==> src/rtl/tx_srrc_pkg.sv <==
// Shared constants for the 4-ASK SRRC pulse shaper: coefficient set, level codes, defaults.
// Also used by the receive-side bench as the golden coefficient source.
package tx_srrc_pkg;

    localparam int TAPS_DEF = 21;
    localparam int OSR_DEF  = 4;
    localparam int COEF_W   = 18;
    localparam int PROD_W   = 20;
    localparam int NCOEF    = (TAPS_DEF + 1) / 2;

    typedef logic signed [COEF_W-1:0] coef_t;

    // Half of the symmetric impulse response, 1s17; the last entry is the centre tap.
    localparam coef_t SRRC_COEF [NCOEF] = '{
        18'sd2817,  18'sd4060,  18'sd2289,  -18'sd2373, -18'sd7348, -18'sd8574,
        -18'sd2772, 18'sd10263, 18'sd26830, 18'sd40696, 18'sd46096
    };

    typedef enum logic [1:0] {
        LVL_M3 = 2'b00,
        LVL_M1 = 2'b01,
        LVL_P1 = 2'b10,
        LVL_P3 = 2'b11
    } level_t;

    typedef struct packed {
        logic   valid;
        level_t sym;
    } tap_entry_t;

    // Folds a tap position onto the stored half of a symmetric filter.
    function automatic int coef_index(input int k, input int taps);
        return (k < taps - 1 - k) ? k : taps - 1 - k;
    endfunction

endpackage

==> src/rtl/tx_level_scale.sv <==
// Multiplier-free tap product: coefficient scaled by a 4-ASK level using only shifts and one add.
// The negative levels reuse the positive magnitude so the response is exactly odd in level.
module tx_level_scale
    import tx_srrc_pkg::*;
(
    input  tap_entry_t                 entry,
    input  coef_t                      coef,
    output logic signed [PROD_W-1:0]   prod
);

    logic signed [PROD_W-1:0] c_ext;
    logic signed [PROD_W-1:0] quarter;
    logic signed [PROD_W-1:0] half;
    logic signed [PROD_W-1:0] mag;
    logic                     positive;

    assign c_ext    = {{(PROD_W - COEF_W){coef[COEF_W-1]}}, coef};
    assign quarter  = c_ext >>> 2;
    assign half     = c_ext >>> 1;
    assign positive = (entry.sym == LVL_P1) || (entry.sym == LVL_P3);

    always_comb begin
        mag = quarter;
        if ((entry.sym == LVL_P3) || (entry.sym == LVL_M3)) begin
            mag = quarter + half;
        end
    end

    always_comb begin
        prod = '0;
        if (entry.valid) begin
            prod = positive ? mag : -mag;
        end
    end

endmodule

==> src/rtl/tx_srrc_upsample_filter.sv <==
// Transmit pulse shaper: 4-ASK symbols captured once per OSR clocks, zero-stuffed, and filtered
// by a symmetric SRRC built from shift-add tap products; output is registered 1s17.
module tx_srrc_upsample_filter
    import tx_srrc_pkg::*;
#(
    parameter int TAPS   = TAPS_DEF,
    parameter int OSR    = OSR_DEF,
    parameter int ACC_W  = 22,
    parameter int DATA_W = 18
) (
    input  logic                     clk,
    input  logic                     reset,
    input  logic                     sym_en,
    input  logic [1:0]               symbol_in,
    output logic                     sym_stb,
    output logic signed [DATA_W-1:0] y
);

    localparam int CNT_W = (OSR > 1) ? $clog2(OSR) : 1;

    localparam logic signed [ACC_W-1:0] SAT_MAX = ACC_W'((1 << (DATA_W - 1)) - 1);
    localparam logic signed [ACC_W-1:0] SAT_MIN = -SAT_MAX - ACC_W'(1);

    logic [CNT_W-1:0]          cnt;
    logic                      strobe;
    tap_entry_t                d_p0   [TAPS];
    logic signed [PROD_W-1:0]  prod_p0 [TAPS];
    logic signed [ACC_W-1:0]   acc_p0;
    logic signed [DATA_W-1:0]  y_p1;

    function automatic logic signed [ACC_W-1:0] sext_prod(input logic signed [PROD_W-1:0] p);
        return {{(ACC_W - PROD_W){p[PROD_W-1]}}, p};
    endfunction

    function automatic logic signed [DATA_W-1:0] sat_out(input logic signed [ACC_W-1:0] a);
        if (a > SAT_MAX) begin
            return {1'b0, {(DATA_W - 1){1'b1}}};
        end else if (a < SAT_MIN) begin
            return {1'b1, {(DATA_W - 1){1'b0}}};
        end
        return a[DATA_W-1:0];
    endfunction

    assign strobe  = (cnt == '0);
    assign sym_stb = strobe & ~reset;

    always_ff @(posedge clk or posedge reset) begin
        if (reset) begin
            cnt <= '0;
        end else if (cnt == CNT_W'(OSR - 1)) begin
            cnt <= '0;
        end else begin
            cnt <= cnt + CNT_W'(1);
        end
    end

    // Stage p0: zero-stuffing delay line; only strobe slots load a (possibly idle) symbol.
    always_ff @(posedge clk or posedge reset) begin
        if (reset) begin
            for (int k = 0; k < TAPS; k++) begin
                d_p0[k] <= '0;
            end
        end else begin
            d_p0[0] <= strobe ? tap_entry_t'({sym_en, symbol_in}) : tap_entry_t'('0);
            for (int k = 1; k < TAPS; k++) begin
                d_p0[k] <= d_p0[k-1];
            end
        end
    end

    for (genvar k = 0; k < TAPS; k++) begin : g_tap
        tx_level_scale u_scale (
            .entry (d_p0[k]),
            .coef  (SRRC_COEF[coef_index(k, TAPS)]),
            .prod  (prod_p0[k])
        );
    end

    always_comb begin
        acc_p0 = '0;
        for (int k = 0; k < TAPS; k++) begin
            acc_p0 = acc_p0 + sext_prod(prod_p0[k]);
        end
    end

    // Stage p1: saturated output register.
    always_ff @(posedge clk or posedge reset) begin
        if (reset) begin
            y_p1 <= '0;
        end else begin
            y_p1 <= sat_out(acc_p0);
        end
    end

    assign y = y_p1;

endmodule

==> config.mk <==
export PLATFORM = sky130hd
export DESIGN_NAME = tx_srrc_upsample_filter
export DESIGN_NICKNAME = d
export VERILOG_FILES = /design/src/rtl/tx_srrc_pkg.sv /design/src/rtl/tx_level_scale.sv /design/src/rtl/tx_srrc_upsample_filter.sv
export SDC_FILE = /design/constraint.sdc
export NUM_CORES = 1
export LEC_CHECK = 0
export CAP_MARGIN = 20
export CORE_ASPECT_RATIO = 2
export CORE_MARGIN = 3
export CORE_UTILIZATION = 25
export DETAILED_ROUTE_END_ITERATION = 12
export PLACE_DENSITY = 0.41
export SLEW_MARGIN = 10
export SYNTH_ARGS = -nofsm -noshare
export SYNTH_HDL_FRONTEND = slang
export SYNTH_SLANG_ARGS = --single-unit
export TNS_END_PERCENT = 50
==> constraint.sdc <==
create_clock -name clk -period 8.7 [get_ports clk]
set_input_delay 2.61 -clock clk [delete_from_list [all_inputs] [get_ports clk]]
set_output_delay 2.61 -clock clk [all_outputs]
set_load 0.1 [all_outputs]
==> results.sh <==
export IMPL_via_per_inst=4.12
export IMPL_ys_seq_elements=83
export IMPL_layout_nets=1441
export IMPL_rsz0062_at_grt="no"
export IMPL_hold_viol=0
export IMPL_crit_fanout=7
export IMPL_period_share_pct=92.5
export IMPL_yosys_area_top_type="fa_1"
export IMPL_post_cts_resized=0
export IMPL_ys_top_cells_by_count="inv_1 (354), fa_1 (274), dfrtp_1 (83), ha_1 (67), nand2_1 (38)"
export IMPL_syn_inst=1066
export IMPL_cts_hold_fix_buffers=0
export IMPL_cp_end_kind="register"
export IMPL_skew_ns=0.0173
export IMPL_post_route_min_period_ns=8.05
export IMPL_insertion_delay_ns=0.39
export IMPL_pre_cts_ws_ns=0.414
export IMPL_htreeDepth=3
export IMPL_postSynthAreaPerCell_um2=10.8
export IMPL_grtUsageTotal_pct=14.7
export IMPL_r2r_start="d_p0[51]"
export IMPL_io_pins=24
export IMPL_dieArea_mm2=0.0490
export IMPL_num_vias=6845
export IMPL_path_cells="inv_1 -> ha_1 -> o21ai_0 -> inv_1 -> fa_1 -> fa_1 -> fa_1 -> fa_1 -> fa_1 -> inv_1 -> fa_1 -> inv_1 -> ha_1 -> ha_1 -> fa_1 -> a211oi_1 -> o21ai_1 -> a21oi_1 -> o21ai_1 -> a211oi_1 -> a31o_2 -> o21a_1"
export IMPL_synthArstFlopShare_pct=100
export IMPL_yosys_warnings=0
export IMPL_p_per_area_mw_per_mm2=250
export IMPL_status="finished clean"
export IMPL_path_clk_slew_ns=0.07
export IMPL_ant_nets=0
export IMPL_area_growth_pct=10.6
export IMPL_cts_setup_buffers=0
export IMPL_drt_iter0_drc=159
export IMPL_reg2regPathDepth=22
export IMPL_synthTopCellsByArea="fa_1 (48%), dfrtp_1 (18%), inv_1 (12%), ha_1 (7.3%), and2_1 (1.2%)"
export IMPL_nFillCells=4725
export IMPL_overflow=0
export IMPL_ff2ff_setup_slack_ns=0.65
export IMPL_cts_root_buf="clkbuf_16"
export IMPL_ys_types=50
export IMPL_grt_pass1_wl_mm=51.4
export IMPL_synth_ff_type="dfrtp_1"
export IMPL_synth_edf_count=0
export IMPL_antenna_found_initial=0
export IMPL_dp_hpwl_mm=29.9
export IMPL_worst_pin_slew_ns=1.00
export IMPL_worst_path_max_delay_cell="fa_1"
export IMPL_cts_tree="built"
export IMPL_first_global_vias=8389
export IMPL_antenna_cells=0
export IMPL_worst_slack_ns=0.650
export IMPL_numPortBuffers=23
export IMPL_wl_per_cell_um=19.8
export IMPL_cts_buffers=9
export IMPL_synth_nets=1412
export IMPL_die_h_um=310
export IMPL_slew_headroom_pct=32.8
export IMPL_cap_violations=0
export IMPL_clock_path_buffers=2
export IMPL_synth_most_common_cell="inv_1"
export IMPL_drv_slew=0
export IMPL_drc=0
export IMPL_core_area_mm2=0.0453
export IMPL_drive_gt1_share_pct=3.36
export IMPL_max_freq_ghz=0.124
export IMPL_seq_area_frac_synth_pct=18.0
export IMPL_synth_top_area_share_pct=47.5
export IMPL_timing_rr_end="y[1]"
export IMPL_setup_viol=0
export IMPL_cp_slowest_stage_delay_ns=0.61
export IMPL_setup_worst_path_start="d_p0[51]"
export IMPL_peakVddDrop_mv=0.313
export IMPL_cts_sinks=83
export IMPL_cp_start_kind="register"
export IMPL_dr_pass1_iters=4
export IMPL_crit_type="register to register"
export IMPL_fin_tns_setup_ns=0
export IMPL_crit_top_cell="fa_1"
export IMPL_drt_total_wl_mm=32.8
export IMPL_start_util_pct=25.5
export IMPL_row_count=110
export IMPL_worstPathRequired_ns=9.02
export IMPL_netlist_area_mm2=0.0115
export IMPL_gp_congestion=0.897
export IMPL_arrival_ns=8.37
export IMPL_cellLeakagePower_uw=0.00663
export IMPL_dieWidth_um=158
export IMPL_min_path_type="register to register"
export IMPL_critPathCapture="y[1]"
export IMPL_grt_start_max_net_pins=43
## area by class of cell
| class | count | area (µm²) | area share, % |
|---|---|---|---|
| clock inverters | 5 | 42.5 | 0.333 |
| clock buffers | 11 | 253 | 1.98 |
| inverters | 355 | 1330 | 10.4 |
| well taps | 560 | 701 | 5.49 |
| multi-input cells | 617 | 8080 | 63.3 |
| flip-flops and latches | 83 | 2080 | 16.3 |
| repair buffers | 29 | 275 | 2.16 |
## report_power, final
group          internal, µW  leakage [µW]  switching (µW)  total, µW
Clock                   214      0.000149             190        404
Sequential              454       0.00108            27.3        481
Combinational           783       0.00540            1520       2300
Total                  1450       0.00663            1740       3190
## cells by family (layout without fill, tap and decap cells)
kind of cell / count (synthesis) / in the layout / synth area share (%)
compound gates: 107 / 107 / 6.60
simple gates: 149 / 149 / 6.89
flops: 83 / 83 / 18.0
fa+ha+maj: 341 / 341 / 54.8
xor+xnor: 20 / 20 / 1.68
buf+inv: 366 / 400 / 12.1
## how the worst min path moves through the flow
stage,start,endpoint,slack [ns],cells after the start
after floorplan,d_p0[61],d_p0[58],0.35,0
after global placement,d_p0[61],d_p0[58],0.37,0
after detailed placement,d_p0[61],d_p0[58],0.36,0
after CTS,d_p0[61],d_p0[58],0.39,0
after global routing,d_p0[61],d_p0[58],0.41,0
final,d_p0[61],d_p0[58],0.39,0
## worst max-delay path: cells and delay by family (launching register included)
kind            cells  cell delay [ns]
flops               1             0.40
buf+inv             4             0.45
compound gates      8             2.70
fa+ha+maj          10             4.43
## registers in the layout, summed over array words and instances, names as in the netlist
signal  cells
d_p0       63
y          18
cnt         2
## through the flow
stage	hold slack [ns]	std cells	total power, µW	util, %	area, µm²
CTS	0.387	1660	3230	28.2	12800
floorplan	0.346	1066	2250	-	11500
global route	0.407	1660	3480	28.2	12800
finish	0.386	1660	3190	28.2	12800
global placement	0.372	1644	2790	27.5	12500
detailed placement	0.357	1644	2790	27.5	12500
## routing by layer
layer | share of wire (%) | track usage, % | routed length (µm) | vias to the layer above
met4 | 4.6 | 6.75 | 1520 | 0
met3 | 1.2 | 1.31 | 401 | 46
li1 | - | - | - | 3145
met5 | 0 | 0 | 0 | -
met1 | 29 | 12.9 | 9350 | 3567
met2 | 66 | 31.6 | 21500 | 87
## layout by cell type, fill, tap and decap left out, types with 2 or more instances in the layout
| cell type | instances |
|---|---|
| a21oi_1 | 17 |
| nor3b_1 | 2 |
| buf_4 | 6 |
| o21bai_1 | 7 |
| nand2b_1 | 23 |
| clkdlybuf4s50_1 | 23 |
| o31ai_1 | 5 |
| dfrtp_1 | 83 |
| nand4_1 | 3 |
| clkinv_2 | 2 |
| clkbuf_16 | 9 |
| a211oi_1 | 13 |
| xor2_1 | 7 |
| nor3_1 | 11 |
| nor2b_1 | 23 |
| inv_6 | 3 |
| o22ai_1 | 5 |
| and3_1 | 3 |
| nor2_1 | 17 |
| a211o_1 | 3 |
| nand2_1 | 38 |
| xnor2_1 | 11 |
| o21ai_1 | 5 |
| a31o_2 | 2 |
| fa_1 | 274 |
| a31oi_1 | 12 |
| ha_1 | 67 |
| o21ai_0 | 9 |
| inv_1 | 353 |
| clkbuf_8 | 2 |
| o211ai_1 | 4 |
| a21o_1 | 10 |
| and2_1 | 23 |
| o21a_1 | 5 |
No activity file was read; power rests on OpenSTA's default activity.
